--- config.mk ---
export PLATFORM = sky130hd
export DESIGN_NAME = mem_bus_arbiter
export DESIGN_NICKNAME = d
export VERILOG_FILES = /design/src/rtl/mem_bus_arbiter.sv
export SDC_FILE = /design/constraint.sdc
export NUM_CORES = 1
export LEC_CHECK = 0
export ABC_AREA = 0
export ABC_CLOCK_PERIOD_IN_PS = 3450
export BUFFER_PORTS_ARGS = -buffer_cell sky130_fd_sc_hd__buf_2
export CAP_MARGIN = 20
export CORE_MARGIN = 8
export CORE_UTILIZATION = 35
export DETAILED_ROUTE_END_ITERATION = 16
export PLACE_DENSITY = 0.69
export SYNTH_ARGS = -nofsm -noshare
export SYNTH_HDL_FRONTEND = slang
export SYNTH_SLANG_ARGS = --single-unit
--- constraint.sdc ---
create_clock -name clk -period 3.45 [get_ports clk]
set_input_delay 0.69 -clock clk [delete_from_list [all_inputs] [get_ports clk]]
set_output_delay 0.69 -clock clk [all_outputs]
set_load 0.01 [all_outputs]
--- src/rtl/mem_bus_arbiter.sv ---
// Two-master round-robin arbiter onto a shared RAM/IO slave bus: IDLE -> ACCESS -> RESP.
// Latency: grant at edge N, strobes in cycle N+1, done/err pulse in cycle N+2; masters hold req until done.
module mem_bus_arbiter #(
    parameter logic [31:0] RAM_LIMIT = 32'h0000_1000,
    parameter logic [31:0] IO_BASE   = 32'h0000_1000,
    parameter logic [31:0] IO_LAST   = 32'h0000_100F
) (
    input  logic        clk,
    input  logic        reset,
    input  logic        m0_req,
    input  logic        m1_req,
    input  logic        m0_we,
    input  logic        m1_we,
    input  logic [31:0] m0_addr,
    input  logic [31:0] m1_addr,
    input  logic [31:0] m0_wdata,
    input  logic [31:0] m1_wdata,
    input  logic [2:0]  m0_funct3,
    input  logic [2:0]  m1_funct3,
    output logic        m0_done,
    output logic        m1_done,
    output logic        m0_err,
    output logic        m1_err,
    output logic [31:0] rdata,
    output logic [31:0] bus_addr,
    output logic [31:0] bus_wdata,
    output logic [2:0]  bus_funct3,
    output logic        ram_we,
    output logic        io_we,
    input  logic [31:0] ram_rdata,
    input  logic [31:0] io_rdata
);

    typedef enum logic [1:0] {IDLE, ACCESS, RESP} state_t;

    state_t      state;
    logic        last_owner;
    logic        owner;
    logic        we_q;

    logic        grant_m1;
    logic        g_we;
    logic [31:0] g_addr;
    logic [31:0] g_wdata;
    logic [2:0]  g_funct3;
    logic        g_ram;
    logic        g_io;
    logic        q_ram;
    logic        q_io;

    // On a tie the master that did not own the bus last time wins.
    assign grant_m1 = m1_req && (!m0_req || !last_owner);
    assign g_we     = grant_m1 ? m1_we     : m0_we;
    assign g_addr   = grant_m1 ? m1_addr   : m0_addr;
    assign g_wdata  = grant_m1 ? m1_wdata  : m0_wdata;
    assign g_funct3 = grant_m1 ? m1_funct3 : m0_funct3;

    assign g_ram = (g_addr < RAM_LIMIT);
    assign g_io  = (g_addr >= IO_BASE) && (g_addr <= IO_LAST);
    assign q_ram = (bus_addr < RAM_LIMIT);
    assign q_io  = (bus_addr >= IO_BASE) && (bus_addr <= IO_LAST);

    always_ff @(posedge clk or negedge reset) begin
        if (!reset) begin
            state      <= IDLE;
            last_owner <= 1'b1;
            owner      <= 1'b0;
            we_q       <= 1'b0;
            bus_addr   <= 32'h0;
            bus_wdata  <= 32'h0;
            bus_funct3 <= 3'h0;
            ram_we     <= 1'b0;
            io_we      <= 1'b0;
            rdata      <= 32'h0;
            m0_done    <= 1'b0;
            m1_done    <= 1'b0;
            m0_err     <= 1'b0;
            m1_err     <= 1'b0;
        end else begin
            case (state)
                IDLE: begin
                    if (m0_req || m1_req) begin
                        owner      <= grant_m1;
                        last_owner <= grant_m1;
                        we_q       <= g_we;
                        bus_addr   <= g_addr;
                        bus_wdata  <= g_wdata;
                        bus_funct3 <= g_funct3;
                        // Strobes are registered here so they are high exactly during ACCESS.
                        ram_we     <= g_we && g_ram;
                        io_we      <= g_we && g_io;
                        state      <= ACCESS;
                    end
                end
                ACCESS: begin
                    ram_we  <= 1'b0;
                    io_we   <= 1'b0;
                    rdata   <= we_q  ? 32'h0 :
                               q_ram ? ram_rdata :
                               q_io  ? io_rdata : 32'h0;
                    m0_done <= !owner;
                    m1_done <= owner;
                    m0_err  <= !owner && !(q_ram || q_io);
                    m1_err  <= owner && !(q_ram || q_io);
                    state   <= RESP;
                end
                RESP: begin
                    m0_done <= 1'b0;
                    m1_done <= 1'b0;
                    m0_err  <= 1'b0;
                    m1_err  <= 1'b0;
                    state   <= IDLE;
                end
                default: state <= IDLE;
            endcase
        end
    end

endmodule

### Yosys cells after proc, flatten, opt, wreduce, memory -nomap -nowiden

Index checks and enable logic that the tools add are counted.

| word-level totals | value |
|---|---|
| output and inout port bits | 105 |
| register bits | 110 |
| logic and storage cells | 59 |
| input bits | 204 |

| cells by class | value |
|---|---|
| equality and inequality tests | 3 |
| reductions and logical operators | 19 |
| $lt $le $gt $ge | 6 |
| mux-type cells | 17 |

Operators with widths:

| kind | count |
|---|---|
| 32-bit two-way mux | 5 |
| 32-bit by 13-bit >= comparator with 1-bit output (second input constant) | 2 |
| 32-bit by 13-bit less-or-equal comparator with 1-bit output (second input constant) | 2 |
| 32-bit by 13-bit less-than comparator with 1-bit output (second input constant) | 2 |
| 1-bit case mux with 2 select lines | 6 |
| 1-bit logical AND | 7 |
| 1-bit logical NOT | 4 |
| 2-bit case mux with 2 select lines | 1 |
| 2-bit AND reduction | 2 |
| 2-bit nonzero test | 2 |
| 1-bit logical OR | 3 |
| 1-bit two-way mux | 3 |
| 3-bit two-way mux | 1 |
| 2-bit by 1-bit == test with 1-bit output (second input constant) | 1 |
| 2-bit == test (second input constant) | 1 |
| 2-bit logical NOT | 1 |
| 2-bit two-way mux | 1 |
| 2-bit != test (second input constant) | 1 |

### Logic depth before layout (Yosys ltp)

Gate-level depths: netlist (run 1).

| depth | value |
|---|---|
| word-level depth | 9 |
| mapped depth | 8 |
| mapped depth without buffers | 6 |

### Worst setup path before layout (run 1)

Ideal clock, no wire load.

| timing path | value |
|---|---|
| path kind | in2reg |
| start point | input port m1_req |
| end point | register io_we |
| buffers on the path | 2 |
| setup time | 95 ps |
| required time | 3355 ps |
| stages on the path | 6 |
| arrival | 1629 ps |
| slack | 1725 ps |
| cell sequence | a21boi_1 -> buf_2 -> buf_4 -> nand4_1 -> o21a_1 -> o31ai_1 |

| on the way | value |
|---|---|
| word-level cells in the longest chain between the ends | 7 |
| elaborated cells between the ends (all ways) | 12 |
| those cells by class | order compare (2); eq/ne (1); mux (4); reduce/logical (5) |

RTL lines:

| item | RTL line | RTL |
|---|---|---|
| from (decl) | 11 | `input logic m1_req,` |
| 1-bit logical AND | 52 | `assign grant_m1 = m1_req && (!m0_req \|\| !last_owner);` |
| 32-bit two-way mux | 54 | `assign g_addr = grant_m1 ? m1_addr : m0_addr;` |
| 32-bit by 13-bit >= comparator with 1-bit output / 32-bit by 13-bit less-or-equal comparator with 1-bit output (equally long branches) | 59 | `assign g_io = (g_addr >= IO_BASE) && (g_addr <= IO_LAST);` |
| 1-bit logical AND | 59 |  |
| 1-bit logical AND | 91 | `io_we <= g_we && g_io;` |
| 1-bit two-way mux | 82 | `if (m0_req \|\| m1_req) begin` |
| 1-bit case mux with 2 select lines | 80 | `case (state)` |
| to (signal assigned) | 91 |  |
| to (decl) | 29 | `output logic io_we,` |

Parallel ways exist; a longest one is shown, timed or not. The select of a mux whose other input is x is not followed.
A chain may end at the register's enable or synchronous reset.

### Worst setup path in the final report (run 1)

| timing path | value |
|---|---|
| start point | register bus_addr[11] |
| end point | register m0_err |

| on the way | value |
|---|---|
| word-level cells in the longest chain between the ends | 6 |
| elaborated cells between the ends (all ways) | 8 |
| those cells by class | order compare (3); mux (1); reduce/logical (4) |

RTL lines:

| item | RTL line | RTL |
|---|---|---|
| from (decl) | 25 | `output logic [31:0] bus_addr,` |
| from (signal assigned) | 86 | `bus_addr <= g_addr;` |
| 32-bit by 13-bit >= comparator with 1-bit output / 32-bit by 13-bit less-or-equal comparator with 1-bit output (equally long branches) | 61 | `assign q_io = (bus_addr >= IO_BASE) && (bus_addr <= IO_LAST);` |
| 1-bit logical AND | 61 |  |
| 1-bit logical OR * | 103 | `m0_err <= !owner && !(q_ram \|\| q_io);` |
| 1-bit logical NOT * | 103 |  |
| 1-bit logical AND * | 103 |  |
| 1-bit case mux with 2 select lines * | 80 |  |
| to (signal assigned) | 103 |  |
| to (decl) | 22 | `output logic m0_err,` |

Every way passes the cells marked *; elsewhere a longest branch is shown, timed or not.

==> results.py, run 1 <==
metrics = {
    "clock_tree": {
        "postCtsSetupBuffers": 0,
        "cts_hold_buf": 0,
        "clock_latency_ps": 350,
        "h-tree-depth": 3,
        "cts_sinks": 110,
        "clkSlewWorstSetupHoldPaths_ps": 70,
        "tritoncts": "done",
        "clock_path_buffers": 2,
        "ctsResizeCount": 0,
        "numCtsBuffers": 9,
        "clock-root-buffer": "clkbuf_16",
    },
    "route": {
        "postRouteAntennaNets": 0,
        "drc": 0,
        "viasPerCell": 5.23,
        "firstDrtPassIters": 4,
        "wl_per_cell_um": 19.7,
        "first_iter_violations": 334,
        "drt-total-wl_um": 21900,
        "vias": 5809,
    },
    "worst_setup_path": {
        "crit_start": "bus_addr[11]$_DFFE_PN0P_",
        "crit_fanout": 33,
        "crit_type": "register to register",
        "crit_path_start_kind": "register",
        "path_delay_family": "simple AND/OR/NAND/NOR gates",
        "cpPeakStageDelay_ps": 740,
        "path_cells": "or4_4 -> o21ai_4 -> and3_2 -> o22ai_1",
        "worst_setup_path_end_kind": "register",
        "worst-path-buf-inv": 0,
        "crit_required_ps": 3680,
        "critPathArrivalTime_ps": 2510,
        "crit_slowest_cell": "o21ai_4",
        "r2r_start": "bus_addr[11]$_DFFE_PN0P_",
    },
    "layout": {
        "fillers": 1584,
        "regArea_um2": 2750,
        "nets": 1091,
        "multi_input_area_um2": 2810,
        "fin_area_um2": 7940,
        "area_delta_synth_final_pct": 34.5,
        "drive_gt1_share_pct": 40.3,
    },
    "synthesis": {
        "ys_async_sr_fraction_pct": 100,
        "synthTopCellsByArea": "dfrtp_1 (46%), mux2i_1 (11%), a41oi_1 (9.5%)",
        "yosys.area.top_type": "dfrtp_1",
        "ys_top_cells_by_count": "dfrtp_1 (109), o21ai_0 (103), nand2_1 (71)",
        "synth_edf_count": 0,
        "ys_seq_area_share_pct": 46.6,
        "synth.net_count": 806,
        "synth_seq_cells": 110,
        "synth_top_area_share_pct": 46.2,
        "synthMostInstantiatedCell": "dfrtp_1",
        "ys_warn_count": 0,
        "syn-cell-area_um2": 5900,
        "synth_ff_type": "dfrtp_1",
        "postSynthCellCount": 599,
        "syn_area_per_cell_um2": 9.86,
        "yosysUniqueCellTypes": 39,
    },
    "power_and_ir_drop": {
        "p_leak_nw": 3.89,
        "p_per_area_nw_per_um2": 684,
        "power.total_mw": 5.43,
        "peakVddDrop_v": 0.000539,
    },
    "sta": {
        "report.final.hold_viol_count": 0,
        "report.final.slew_viol_count": 0,
        "fin_ws_ps": 1170,
        "fin_worst_skew_ps": 9.98,
        "finalCritPeriodShare_pct": 66.0,
        "fmax_ghz": 0.439,
        "fin_crit_ps": 2280,
        "timing.hold.ws_ps": 417,
        "fin_tns_setup_ps": 0,
        "worst_pin_slew_ps": 917,
        "slew_headroom_pct": 38.6,
        "setup_violations": 0,
        "grt_setup_unrepaired": "false",
    },
    "place": {
        "gp_congestion": 0.814,
        "place_area_um2": 7620,
        "post-place-ws_ps": 1030,
        "dp_hpwl_um": 17000,
        "io_buffers": 308,
    },
    "grt": {
        "antenna_found_initial": 1,
        "grt-ovfl-total": 0,
        "grt_pass1_vias": 6189,
        "grt_pass1_wl_um": 34000,
        "grt_usage_pct": 19.9,
        "grt_max_degree": 59,
    },
    "worst_hold_path": {
        "hold_class": "input pin to asynchronous set/reset pin",
    },
    "run_status": {
        "outcome": "finished clean",
    },
    "floorplan": {
        "design.portCount": 309,
        "core_area_um2": 16500,
        "die_x_um": 146,
        "start_util_pct": 35.7,
        "dieArea_um2": 21300,
        "std_cell_rows": 47,
        "die_h_um": 146,
    },
    "job": {
        "cap_viol_max_count": 0,
    },
}
area by class of cell:
class | count | share of cell area [%]
clock buffers | 10 | 3.01
clock inverters | 6 | 0.961
diodes | 2 | 0.0630
well taps | 220 | 3.47
multi-input cells | 427 | 35.4
flip-flops and latches | 110 | 34.7
inverters | 7 | 0.331
repair buffers | 329 | 22.1
final timing paths:
path | end | slack, ps | cells past startpoint
max reg2reg | m0_err$_DFFE_PN0P_ | 1170 | 4
min in group clk | bus_funct3[2]$_DFFE_PN0P_ | 470 | 2
max | m0_err$_DFFE_PN0P_ | 1170 | 4
min | rdata[3]$_DFFE_PN0P_ | 420 | 1
min reg2reg | bus_funct3[2]$_DFFE_PN0P_ | 470 | 2
max in group asynchronous | rdata[29]$_DFFE_PN0P_ | 2270 | 2
routing by layer:
| layer | global-route usage (%) | vias up | wire [µm] |
|---|---|---|---|
| li1 | - | 2807 | - |
| met1 | 23.2 | 2706 | 8750 |
| met2 | 32.7 | 277 | 10600 |
| met3 | 8.36 | 19 | 2260 |
| met4 | 5.67 | 0 | 304 |
| met5 | 0 | - | 0 |
report_power, final:
part	total [mW]	internal, mW	switching, mW
Clock	1.12	0.598	0.524
Sequential	2.05	1.74	0.318
Combinational	2.25	0.825	1.43
Total	5.43	3.16	2.27
registers in the layout (all words and copies together) (netlist names):
| signal | count |
|---|---|
| owner | 1 |
| we_q | 1 |
| m0_done | 1 |
| io_we | 1 |
| rdata | 32 |
| bus_addr | 32 |
| state | 2 |
| bus_funct3 | 3 |
| ram_we | 1 |
| m0_err | 1 |
| m1_err | 1 |
| bus_wdata | 32 |
| m1_done | 1 |
| last_owner | 1 |
worst register-to-register path: stages, from the launching register on:
cell and delay [ps]:
dfrtp_1 410, or4_4 550, o21ai_4 740, and3_2 380
o22ai_1 90
through the flow:
stage	utilization, %	cells
after floorplan	-	599
after global placement	46.1	1093
after detailed placement	46.1	1093
after CTS	48.0	1109
after global routing	48.0	1110
final	48.0	1111
placed cells by master (no fill, tap or decap), types with 2 or more instances in the layout:
master / n
a21oi_1: 34
o21ai_0: 103
nand4_1: 3
inv_1: 6
nor2_1: 6
buf_12: 4
inv_6: 2
nand3b_1: 2
nand2_1: 71
mux2_2: 2
dfrtp_1: 109
nor4_1: 14
a41oi_1: 64
o22ai_1: 2
mux2i_1: 67
diode_2: 2
or4_4: 2
buf_2: 307
clkinv_4: 2
buf_4: 18
ha_1: 3
nor2b_1: 32
and3_2: 2
o21ai_4: 2
nand3_1: 4
o31ai_1: 2
nor4b_1: 2
clkbuf_16: 9
cells by family (layout without fill, tap and decap cells):
logic type | Yosys count | after routing | share of synthesized area [%]
adder cells (fa/ha/maj) | 3 | 3 | 0.636
AO/OA/AOI/OAI | 213 | 213 | 22.7
multiplexers | 69 | 69 | 11.7
flip-flops | 110 | 110 | 46.6
other | 0 | 2 | 0
buffers and inverters | 62 | 352 | 6.21
AND/OR/NAND/NOR | 142 | 142 | 12.0
Power figures use the tool's default switching activity.
==> run 2, diff against run 1 <==
--- a/config.mk
+++ b/config.mk
@@ -6,7 +6,7 @@
 export NUM_CORES = 1
 export LEC_CHECK = 0
 export ABC_AREA = 0
-export ABC_CLOCK_PERIOD_IN_PS = 3450
+export ABC_CLOCK_PERIOD_IN_PS = 2320
 export BUFFER_PORTS_ARGS = -buffer_cell sky130_fd_sc_hd__buf_2
 export CAP_MARGIN = 20
 export CORE_MARGIN = 8
==> constraint.sdc (replaced) <==
create_clock -name clk -period 2.32 [get_ports clk]
set_input_delay 0.464 -clock clk [delete_from_list [all_inputs] [get_ports clk]]
set_output_delay 0.464 -clock clk [all_outputs]
set_load 0.01 [all_outputs]
==> results.py, run 2 (synthesized netlist as in run 1, its figures left out) <==
metrics = {
    "grt": {
        "grt_pass1_wl_um": 34100,
        "grt_pass1_vias": 6076,
        "grt-ovfl-total": 0,
        "grt_usage_pct": 20.1,
        "grt_max_degree": 107,
        "antenna_found_initial": 1,
    },
    "sta": {
        "fin_crit_ps": 1990,
        "report.final.slew_viol_count": 0,
        "grt_setup_unrepaired": "false",
        "worst_pin_slew_ps": 606,
        "fin_tns_setup_ps": 0,
        "fin_worst_skew_ps": 8.75,
        "setup_violations": 0,
        "finalCritPeriodShare_pct": 85.7,
        "report.final.hold_viol_count": 0,
        "slew_headroom_pct": 58.4,
        "fmax_ghz": 0.503,
    },
    "place": {
        "dp_hpwl_um": 17200,
        "io_buffers": 308,
        "gp_congestion": 0.836,
    },
    "worst_setup_path": {
        "crit_type": "register to register",
        "crit_path_start_kind": "register",
        "worst_setup_path_end_kind": "register",
        "critPathArrivalTime_ps": 2190,
        "crit_required_ps": 2520,
        "crit_fanout": 13,
    },
    "power_and_ir_drop": {
        "peakVddDrop_v": 0.000505,
        "power.total_mw": 8.18,
        "p_leak_nw": 3.91,
        "p_per_area_nw_per_um2": 1020,
    },
    "clock_tree": {
        "ctsResizeCount": 0,
        "clock_path_buffers": 2,
        "clock_latency_ps": 350,
        "cts_sinks": 110,
        "h-tree-depth": 3,
        "cts_hold_buf": 0,
        "numCtsBuffers": 9,
        "tritoncts": "done",
        "clkSlewWorstSetupHoldPaths_ps": 70,
        "clock-root-buffer": "clkbuf_16",
        "postCtsSetupBuffers": 0,
    },
    "route": {
        "postRouteAntennaNets": 0,
        "wl_met1_um": 8800,
        "drt-total-wl_um": 22100,
        "viasPerCell": 5.22,
        "met3_length_um": 2070,
        "vias": 5803,
        "wl_met2_um": 10900,
        "highest_layer": "met5",
        "wl_per_cell_um": 19.9,
        "first_iter_violations": 289,
        "firstDrtPassIters": 4,
        "drc": 0,
    },
    "layout": {
        "multi_input_area_um2": 2810,
        "drive_gt1_share_pct": 40.4,
        "antenna_cells": 0,
        "regArea_um2": 2750,
        "area_delta_synth_final_pct": 35.4,
        "reg_top3": "bus_addr x32, bus_wdata x32, rdata x32",
        "final_cell_mix": "buf_2 (307), dfrtp_1 (109), o21ai_0 (103)",
        "nets": 1095,
        "final_common_cell": "buf_2",
        "fillers": 1556,
    },
    "worst_hold_path": {
        "hold_class": "input pin to asynchronous set/reset pin",
    },
    "floorplan": {
        "dieArea_um2": 21300,
        "die_x_um": 146,
        "std_cell_rows": 47,
        "design.portCount": 309,
        "die_h_um": 146,
        "core_area_um2": 16500,
        "start_util_pct": 35.7,
    },
    "run_status": {
        "outcome": "finished clean",
    },
    "job": {
        "cap_viol_max_count": 0,
    },
}
## run 2: power breakdown
part,internal [mW],total (mW),switching (mW)
Sequential,2.58,3.06,0.478
Clock,0.997,1.69,0.694
Combinational,1.28,3.43,2.15
## run 2: final cells by class
class | count | area share, %
multi-input combinational | 427 | 35.2
clock buffer | 11 | 3.16
timing repair buffer | 333 | 22.6
inverter | 7 | 0.329
tap | 220 | 3.44
clock inverter | 3 | 0.861
sequential | 110 | 34.4
## run 2: final timing paths
path	startpoint	endpoint	slack, ps	cells past startpoint
max	last_owner$_DFFE_PN1P_	bus_addr[21]$_DFFE_PN0P_	330	4
max reg2reg	last_owner$_DFFE_PN1P_	bus_addr[21]$_DFFE_PN0P_	330	4
max in group asynchronous	reset	bus_wdata[27]$_DFFE_PN0P_	1550	2
min reg2reg	bus_addr[2]$_DFFE_PN0P_	bus_addr[2]$_DFFE_PN0P_	480	2
min in group clk	io_rdata[23]	rdata[23]$_DFFE_PN0P_	370	3
min	reset	state[1]$_DFFE_PN0P_	130	1
## run 2: layer usage
| metal | GRT usage, % | vias to the layer above |
|---|---|---|
| met3 | 7.00 | 21 |
| met5 | 0 | - |
| met2 | 33.1 | 269 |
| met4 | 6.61 | 2 |
| met1 | 24.1 | 2702 |
| li1 | - | 2809 |
## run 2: worst max-delay path: stages, from the launching register on
cell and delay (ps):
dfstp_2 390, a21boi_4 420, buf_4 310, mux2i_1 570
o21ai_0 140
## run 2: stage by stage
stage / hold slack (ps) / utilization, % / std cells / instance area [µm²] / setup slack [ps]
6_report: 131 / 48.4 / 1111 / 8000 / 332
2_1_floorplan: 168 / - / 599 / 5900 / 682
3_3_place_gp: 456 / 46.4 / 1097 / 7670 / 224
4_1_cts: 129 / 48.4 / 1111 / 8000 / 440
3_5_place_dp: 465 / 46.4 / 1097 / 7670 / 165
5_1_grt: 156 / 48.4 / 1111 / 8000 / 271
